--- src/rtl/epp_pkg.sv ---
// Shared definitions for the EPP host front end: FSM encoding, parameter defaults,
// and the controller's register map.
package epp_pkg;

  typedef enum logic [2:0] {
    ST_IDLE = 3'd0,
    ST_AWR  = 3'd1,
    ST_ARD  = 3'd2,
    ST_DWR  = 3'd3,
    ST_DRD  = 3'd4,
    ST_ACK  = 3'd5
  } state_t;

  localparam int HOLD_CYC_DEF    = 4;
  localparam int RD_LAT_DEF      = 3;
  localparam int TIMEOUT_CYC_DEF = 1024;

  // Controller register addresses as seen through epp_addr.
  localparam logic [7:0] REG_DATA   = 8'h00;
  localparam logic [7:0] REG_PTR_LO = 8'h40;
  localparam logic [7:0] REG_PTR_HI = 8'h80;

endpackage

--- src/rtl/epp_sync2.sv ---
// Two-flop synchronizer for one asynchronous pin; 2 clk latency, reset to RST_VAL.
// No handshake: the output simply follows the pin two cycles late.
module epp_sync2 #(
  parameter logic RST_VAL = 1'b1
) (
  input  logic clk,
  input  logic rst_n,
  input  logic d,
  output logic q
);

  logic meta;

  always_ff @(posedge clk or negedge rst_n) begin
    if (!rst_n) begin
      meta <= RST_VAL;
      q    <= RST_VAL;
    end else begin
      meta <= d;
      q    <= meta;
    end
  end

endmodule

--- src/rtl/epp_bus_if.sv ---
// EPP host handshake engine; strobe fall to FSM action 3 clk, every output registered.
// The host is held off by pwait; define EPP_TIMEOUT_EN to add the ACK watchdog.
module epp_bus_if
  import epp_pkg::*;
#(
  parameter int HOLD_CYC    = HOLD_CYC_DEF,
  parameter int RD_LAT      = RD_LAT_DEF,
  parameter int TIMEOUT_CYC = TIMEOUT_CYC_DEF
) (
  input  logic       clk,
  input  logic       rst_n,
  input  logic       astb_n,
  input  logic       dstb_n,
  input  logic       pwr_n,
  input  logic [7:0] db_in,
  output logic [7:0] db_out,
  output logic       db_oe,
  output logic       pwait,
  output logic [7:0] epp_addr,
  output logic [7:0] epp_wdata,
  input  logic [7:0] epp_rdata,
  output logic       stb_data,
  output logic       ctrl_wr,
  output logic       busy,
  output logic       timeout_err
);

  logic astb_s, dstb_s, pwr_s;

  epp_sync2 #(.RST_VAL(1'b1)) u_sync_astb (.clk(clk), .rst_n(rst_n), .d(astb_n), .q(astb_s));
  epp_sync2 #(.RST_VAL(1'b1)) u_sync_dstb (.clk(clk), .rst_n(rst_n), .d(dstb_n), .q(dstb_s));
  epp_sync2 #(.RST_VAL(1'b1)) u_sync_pwr  (.clk(clk), .rst_n(rst_n), .d(pwr_n),  .q(pwr_s));

  state_t     state, state_d;
  logic [3:0] cnt, cnt_d;
  logic [7:0] addr_d, wdata_d, dout_d;
  logic       oe_d, pwait_d, stb_d, wr_d, busy_d;
  logic       to_hit;

`ifdef EPP_TIMEOUT_EN
  localparam int TO_W = $clog2(TIMEOUT_CYC + 1);
  logic [TO_W-1:0] to_cnt;
  logic            to_err;

  assign to_hit      = (state == ST_ACK) && (to_cnt == TO_W'(TIMEOUT_CYC - 1));
  assign timeout_err = to_err;

  always_ff @(posedge clk or negedge rst_n) begin
    if (!rst_n) begin
      to_cnt <= '0;
      to_err <= 1'b0;
    end else begin
      if (state != ST_ACK || to_hit) to_cnt <= '0;
      else                           to_cnt <= to_cnt + 1'b1;
      if (to_hit) to_err <= 1'b1;
    end
  end
`else
  assign to_hit      = 1'b0;
  assign timeout_err = 1'b0;
`endif

  always_ff @(posedge clk or negedge rst_n) begin
    if (!rst_n) begin
      state     <= ST_IDLE;
      cnt       <= 4'd0;
      db_out    <= 8'h00;
      db_oe     <= 1'b0;
      pwait     <= 1'b0;
      epp_addr  <= 8'h00;
      epp_wdata <= 8'h00;
      stb_data  <= 1'b1;
      ctrl_wr   <= 1'b1;
      busy      <= 1'b0;
    end else begin
      state     <= state_d;
      cnt       <= cnt_d;
      db_out    <= dout_d;
      db_oe     <= oe_d;
      pwait     <= pwait_d;
      epp_addr  <= addr_d;
      epp_wdata <= wdata_d;
      stb_data  <= stb_d;
      ctrl_wr   <= wr_d;
      busy      <= busy_d;
    end
  end

  // Data is latched on the decision edge so it leads the strobes by one cycle;
  // the counter then runs to zero with the strobes held, and the zero cycle releases them.
  always_comb begin
    state_d = state;
    cnt_d   = cnt;
    addr_d  = epp_addr;
    wdata_d = epp_wdata;
    dout_d  = db_out;
    oe_d    = db_oe;
    pwait_d = pwait;
    stb_d   = stb_data;
    wr_d    = ctrl_wr;

    unique case (state)
      ST_IDLE: begin
        if (!astb_s) begin
          if (!pwr_s) begin
            state_d = ST_AWR;
            addr_d  = db_in;
            cnt_d   = 4'(HOLD_CYC);
          end else begin
            state_d = ST_ARD;
          end
        end else if (!dstb_s) begin
          if (!pwr_s) begin
            state_d = ST_DWR;
            wdata_d = db_in;
            cnt_d   = 4'(HOLD_CYC);
          end else begin
            state_d = ST_DRD;
            cnt_d   = 4'(RD_LAT);
          end
        end
      end
      ST_AWR: begin
        if (cnt == 4'd0) begin
          wr_d    = 1'b1;
          pwait_d = 1'b1;
          state_d = ST_ACK;
        end else begin
          wr_d  = 1'b0;
          cnt_d = cnt - 4'd1;
        end
      end
      ST_ARD: begin
        dout_d  = epp_addr;
        oe_d    = 1'b1;
        pwait_d = 1'b1;
        state_d = ST_ACK;
      end
      ST_DWR: begin
        if (cnt == 4'd0) begin
          wr_d    = 1'b1;
          stb_d   = 1'b1;
          pwait_d = 1'b1;
          state_d = ST_ACK;
        end else begin
          wr_d  = 1'b0;
          stb_d = 1'b0;
          cnt_d = cnt - 4'd1;
        end
      end
      ST_DRD: begin
        if (cnt == 4'd0) begin
          dout_d  = epp_rdata;
          oe_d    = 1'b1;
          stb_d   = 1'b1;
          pwait_d = 1'b1;
          state_d = ST_ACK;
        end else begin
          stb_d = 1'b0;
          wr_d  = 1'b1;
          cnt_d = cnt - 4'd1;
        end
      end
      ST_ACK: begin
        if (astb_s && dstb_s) begin
          pwait_d = 1'b0;
          oe_d    = 1'b0;
          state_d = ST_IDLE;
        end
      end
      default: state_d = ST_IDLE;
    endcase

    if (to_hit) begin
      state_d = ST_IDLE;
      pwait_d = 1'b0;
      oe_d    = 1'b0;
    end

    busy_d = (state_d != ST_IDLE);
  end

endmodule

--- config.mk ---
export PLATFORM = sky130hd
export DESIGN_NAME = epp_bus_if
export DESIGN_NICKNAME = d
export VERILOG_FILES = /design/src/rtl/epp_pkg.sv /design/src/rtl/epp_sync2.sv /design/src/rtl/epp_bus_if.sv
export SDC_FILE = /design/constraint.sdc
export NUM_CORES = 1
export LEC_CHECK = 0
export BUFFER_PORTS_ARGS = -buffer_cell sky130_fd_sc_hd__buf_2
export CAP_MARGIN = 20
export CORE_MARGIN = 5
export CORE_UTILIZATION = 41
export DETAILED_ROUTE_END_ITERATION = 6
export PLACE_DENSITY = 0.66
export REMOVE_ABC_BUFFERS = 1
export SYNTH_ARGS = -nofsm -noshare
export SYNTH_HDL_FRONTEND = slang
export SYNTH_SLANG_ARGS = --single-unit
--- constraint.sdc ---
create_clock -name clk -period 2.4 [get_ports clk]
set_clock_uncertainty 0.2 [all_clocks]
set_input_delay 0 -clock clk [delete_from_list [all_inputs] [get_ports clk]]
set_output_delay 0 -clock clk [all_outputs]
set_load 0.02 [all_outputs]
==> impl_metrics.xml <==
<?xml version="1.0" encoding="UTF-8"?>
<metrics>
  <group name="min_path">
    <metric name="worst_hold_path_type" unit="">input port to register</metric>
    <metric name="min_from" unit="">dstb_n</metric>
  </group>
  <group name="drt">
    <metric name="num_vias" unit="">1495</metric>
    <metric name="number_of_drc_markers_after_the_initial_detailed_route_iteration" unit="">68</metric>
    <metric name="drc_viols" unit="">0</metric>
    <metric name="drt.antenna.violating_nets" unit="">0</metric>
    <metric name="route.detailed.wl_per_inst" unit="µm">14.4</metric>
    <metric name="drt_pass1_iterations" unit="">4</metric>
    <metric name="totalWireLength" unit="mm">4.16</metric>
    <metric name="vias_per_cell" unit="">5.17</metric>
  </group>
  <group name="worst_setup_path">
    <metric name="worstSetupStartpointType" unit="">register</metric>
    <metric name="path_cells" unit="">inv_1, ha_1, or4b_4, a211oi_4, buf_4, nor2_1, a21oi_1</metric>
    <metric name="setup.worst_path.class" unit="">register to register</metric>
    <metric name="worst_r2r_startpoint" unit="">cnt[0]$_DFFE_PN0P_</metric>
    <metric name="worst_r2r_path_depth" unit="">7</metric>
    <metric name="worstSetupEndpoint" unit="">db_out[0]$_DFFE_PN0P_</metric>
    <metric name="timing.rr.end" unit="">db_out[0]$_DFFE_PN0P_</metric>
    <metric name="cp-startpoint" unit="">cnt[0]$_DFFE_PN0P_</metric>
    <metric name="regToRegSetupSlack" unit="ns">0.22</metric>
    <metric name="timing.critical_path.required" unit="ns">2.42</metric>
    <metric name="timing.critical_path.arrival" unit="ns">2.20</metric>
    <metric name="timing.critical_path.slowest_stage_cell" unit="">sky130_fd_sc_hd__or4b_4</metric>
    <metric name="cp_slowest_stage_delay" unit="ns">0.52</metric>
    <metric name="timing.critical_path.to_type" unit="">register</metric>
    <metric name="critical_path.max_fanout" unit="">16</metric>
  </group>
  <group name="floorplan">
    <metric name="design.portCount" unit="">51</metric>
    <metric name="die-area" unit="µm²">6110</metric>
    <metric name="die_width" unit="µm">78.2</metric>
    <metric name="start_util" unit="%">42.8</metric>
    <metric name="core" unit="µm²">4440</metric>
    <metric name="fp-row-count" unit="">24</metric>
    <metric name="die-height" unit="µm">78.2</metric>
  </group>
  <group name="yosys">
    <metric name="ys_seq_elements" unit="">42</metric>
    <metric name="cell_count_after_synthesis" unit="">160</metric>
    <metric name="ys_async_sr_fraction" unit="%">100</metric>
    <metric name="synth_flop_cell" unit="">sky130_fd_sc_hd__dfrtp_1</metric>
    <metric name="fraction_of_the_mapped_netlist_area_in_compound_gates" unit="%">14.8</metric>
    <metric name="synth_xor_area_share" unit="%">0</metric>
    <metric name="seq_area_frac_synth" unit="%">55.7</metric>
    <metric name="syn_area_per_cell" unit="µm²">11.9</metric>
    <metric name="synthesized_area_fraction_occupied_by_and_or_nand_nor_cells" unit="%">11.0</metric>
    <metric name="synth.mux.area_fraction" unit="%">14.3</metric>
    <metric name="synth_top_family_by_area" unit="">compound AO/OA/AOI/OAI gates</metric>
    <metric name="syn_area" unit="µm²">1900</metric>
    <metric name="synth.yosys.warnings" unit="">0</metric>
    <metric name="post_synth_num_cell_types" unit="">46</metric>
    <metric name="adder_cell_share_of_the_synthesized_area" unit="%">0.657</metric>
    <metric name="synth-edff-count" unit="">0</metric>
  </group>
  <group name="finish">
    <metric name="most_frequent_cells_in_the_layout" unit="">sky130_fd_sc_hd__buf_2 (49), sky130_fd_sc_hd__dfrtp_1 (34), sky130_fd_sc_hd__dlygate4sd3_1 (20)</metric>
    <metric name="finalCoreUtilization" unit="%">57.3</metric>
    <metric name="mostFrequentLayoutCell" unit="">sky130_fd_sc_hd__buf_2</metric>
    <metric name="layout_cell_share_with_drive_strength_beyond_1" unit="%">42.2</metric>
    <metric name="fin_nets" unit="">258</metric>
    <metric name="n_antenna_cell" unit="">0</metric>
    <metric name="area_delta_synth_final" unit="%">33.8</metric>
  </group>
  <group name="sta">
    <metric name="maxClockFrequency" unit="MHz">459</metric>
    <metric name="finalHoldWorstSlack" unit="ns">0.153</metric>
    <metric name="final-hold-violation-count" unit="">0</metric>
    <metric name="setup_viol_count_final" unit="">0</metric>
    <metric name="unrepaired_setup_endpoints_after_global_routing" unit="">no</metric>
    <metric name="final_period_minus_worst_setup_slack" unit="ns">2.18</metric>
    <metric name="worstMarginPinSlew" unit="ns">0.902</metric>
    <metric name="max_slew_margin" unit="%">39.8</metric>
    <metric name="final.period_utilization" unit="%">90.8</metric>
    <metric name="worst_slack" unit="ns">0.222</metric>
    <metric name="slew_violations" unit="">0</metric>
  </group>
  <group name="clock_tree">
    <metric name="post_cts.repair.setup_buffers" unit="">0</metric>
    <metric name="cts-root-to-sink-buffers" unit="">2</metric>
    <metric name="cts.sinks" unit="">42</metric>
    <metric name="tritoncts" unit="">done</metric>
    <metric name="cell_chosen_for_the_clock_root" unit="">sky130_fd_sc_hd__clkbuf_8</metric>
    <metric name="cts_buffers" unit="">5</metric>
    <metric name="clock_input_transition_at_the_sequential_cells_of_the_worst_setup_and_hold_paths" unit="ns">0.08</metric>
    <metric name="htree_levels" unit="">2</metric>
    <metric name="worst_skew_pair.late_latency" unit="ns">0.30</metric>
  </group>
  <group name="grt">
    <metric name="grt_remaining_overflow" unit="">0</metric>
    <metric name="vias_in_the_first_global_route" unit="">1549</metric>
    <metric name="track_usage" unit="%">14.4</metric>
    <metric name="first_pass_grt_wire_length" unit="mm">7.11</metric>
    <metric name="antenna_found_initial" unit="">0</metric>
    <metric name="grt_start_max_net_pins" unit="">43</metric>
  </group>
  <group name="run">
    <metric name="max_cap_violations" unit="">0</metric>
  </group>
  <group name="placed_design">
    <metric name="buffer_ports.inserted" unit="">49</metric>
    <metric name="gp_congestion" unit="">0.856</metric>
    <metric name="detailedPlace.worstSlack" unit="ns">0.254</metric>
    <metric name="dp.final_hpwl" unit="mm">2.96</metric>
  </group>
  <group name="outcome">
    <metric name="run_status" unit="">completed</metric>
  </group>
  <group name="power">
    <metric name="total_leakage_power" unit="µW">0.00111</metric>
    <metric name="power.ir.vdd_worst" unit="mV">0.774</metric>
    <metric name="total_power" unit="µW">3510</metric>
    <metric name="power_density_over_cell_area" unit="nW/µm²">1380</metric>
  </group>
</metrics>
how the worst min path moves through the flow:
stage               slack (ns)                         end  cells past startpoint
finish                    0.15  u_sync_dstb.meta$_DFF_PN1_                      2
global route              0.16     u_sync_astb.q$_DFF_PN1_                      0
CTS                       0.14  u_sync_astb.meta$_DFF_PN1_                      2
floorplan                -0.50              busy$_DFF_PN0_                      0
detailed placement       -0.09   u_sync_pwr.meta$_DFF_PN1_                      1
global placement          -0.1  u_sync_dstb.meta$_DFF_PN1_                      1
where the power goes:
group / switching (µW) / internal [µW] / leakage [µW]
combinational: 970 / 743 / 0.000581
clock: 249 / 309 / 0.0000504
sequential: 210 / 1030 / 0.000475
total: 1430 / 2080 / 0.00111
critical path: cells and delay by family, from the launching register on:
family	cells	cell delay [ns]
buf+inv	2	0.33
simple gates	2	0.58
fa+ha+maj	1	0.24
flops	1	0.39
compound gates	2	0.36
flip-flops by register name (all words and copies together), names as in the netlist, 3 cells and up:
register and cells:
cnt 4, epp_addr 8, db_out 8, epp_wdata 8, state 3
cells by family (layout without fill, tap and decap cells):
group / after synthesis / in the layout
other cells: 1 / 1
mux: 25 / 25
buf+inv: 13 / 90
simple gates: 39 / 39
compound gates: 39 / 39
flops: 42 / 42
fa+ha+maj: 1 / 1
final cells by class:
cell class	instances	area, µm²
inverter	5	18.8
fill	375	1900
multi-input combinational	105	785
clock buffer	5	68.8
sequential	42	1060
tap	52	65.1
timing repair buffer	77	505
clock inverter	3	45.0
Yosys cell counts (2+ instances only):
cell type                    n  area share, %
sky130_fd_sc_hd__nand2b_1    2           0.66
sky130_fd_sc_hd__clkbuf_1    3           0.59
sky130_fd_sc_hd__a2bb2oi_1   2           0.92
sky130_fd_sc_hd__o31ai_1     2           0.79
sky130_fd_sc_hd__nor2_1     12            2.4
sky130_fd_sc_hd__nor3b_1     2           0.79
sky130_fd_sc_hd__dfstp_2     8             11
sky130_fd_sc_hd__a21oi_1    11            2.9
sky130_fd_sc_hd__a21oi_2     2           0.92
sky130_fd_sc_hd__a32oi_1     2           0.92
sky130_fd_sc_hd__buf_2       3           0.79
sky130_fd_sc_hd__mux2i_1     8            4.2
sky130_fd_sc_hd__nor2b_1     3           0.99
sky130_fd_sc_hd__inv_1       5           0.99
sky130_fd_sc_hd__nand2_1     5           0.99
sky130_fd_sc_hd__mux2_2     17             10
sky130_fd_sc_hd__nand3_1     5            1.3
sky130_fd_sc_hd__a211oi_1    3            1.2
sky130_fd_sc_hd__or2_2       2           0.66
sky130_fd_sc_hd__dfrtp_1    34             45
sky130_fd_sc_hd__o21ai_0     4            1.1
per-stage QoR:
stage	setup TNS, ns	cells	cell area [µm²]
CTS	0	289	2550
finish	0	289	2550
floorplan	-2.08	152	1860
global route	0	289	2550
detailed placement	0	261	2230
global placement	0	261	2230
repair_timing:
action	in CTS	in global routing
hold endpoints to repair	61	0
resized for setup	0	0
hold buffers	20	0
routing by layer:
metal  wire length, µm  track usage [%]  vias to the layer above
li1                  -                -                      737
met1              1850             18.3                      715
met2              2080             24.1                       36
met3               176             4.00                        7
met4                48             3.85                        0
met5                 0                0                        -
No activity file was read; power rests on OpenSTA's default activity.
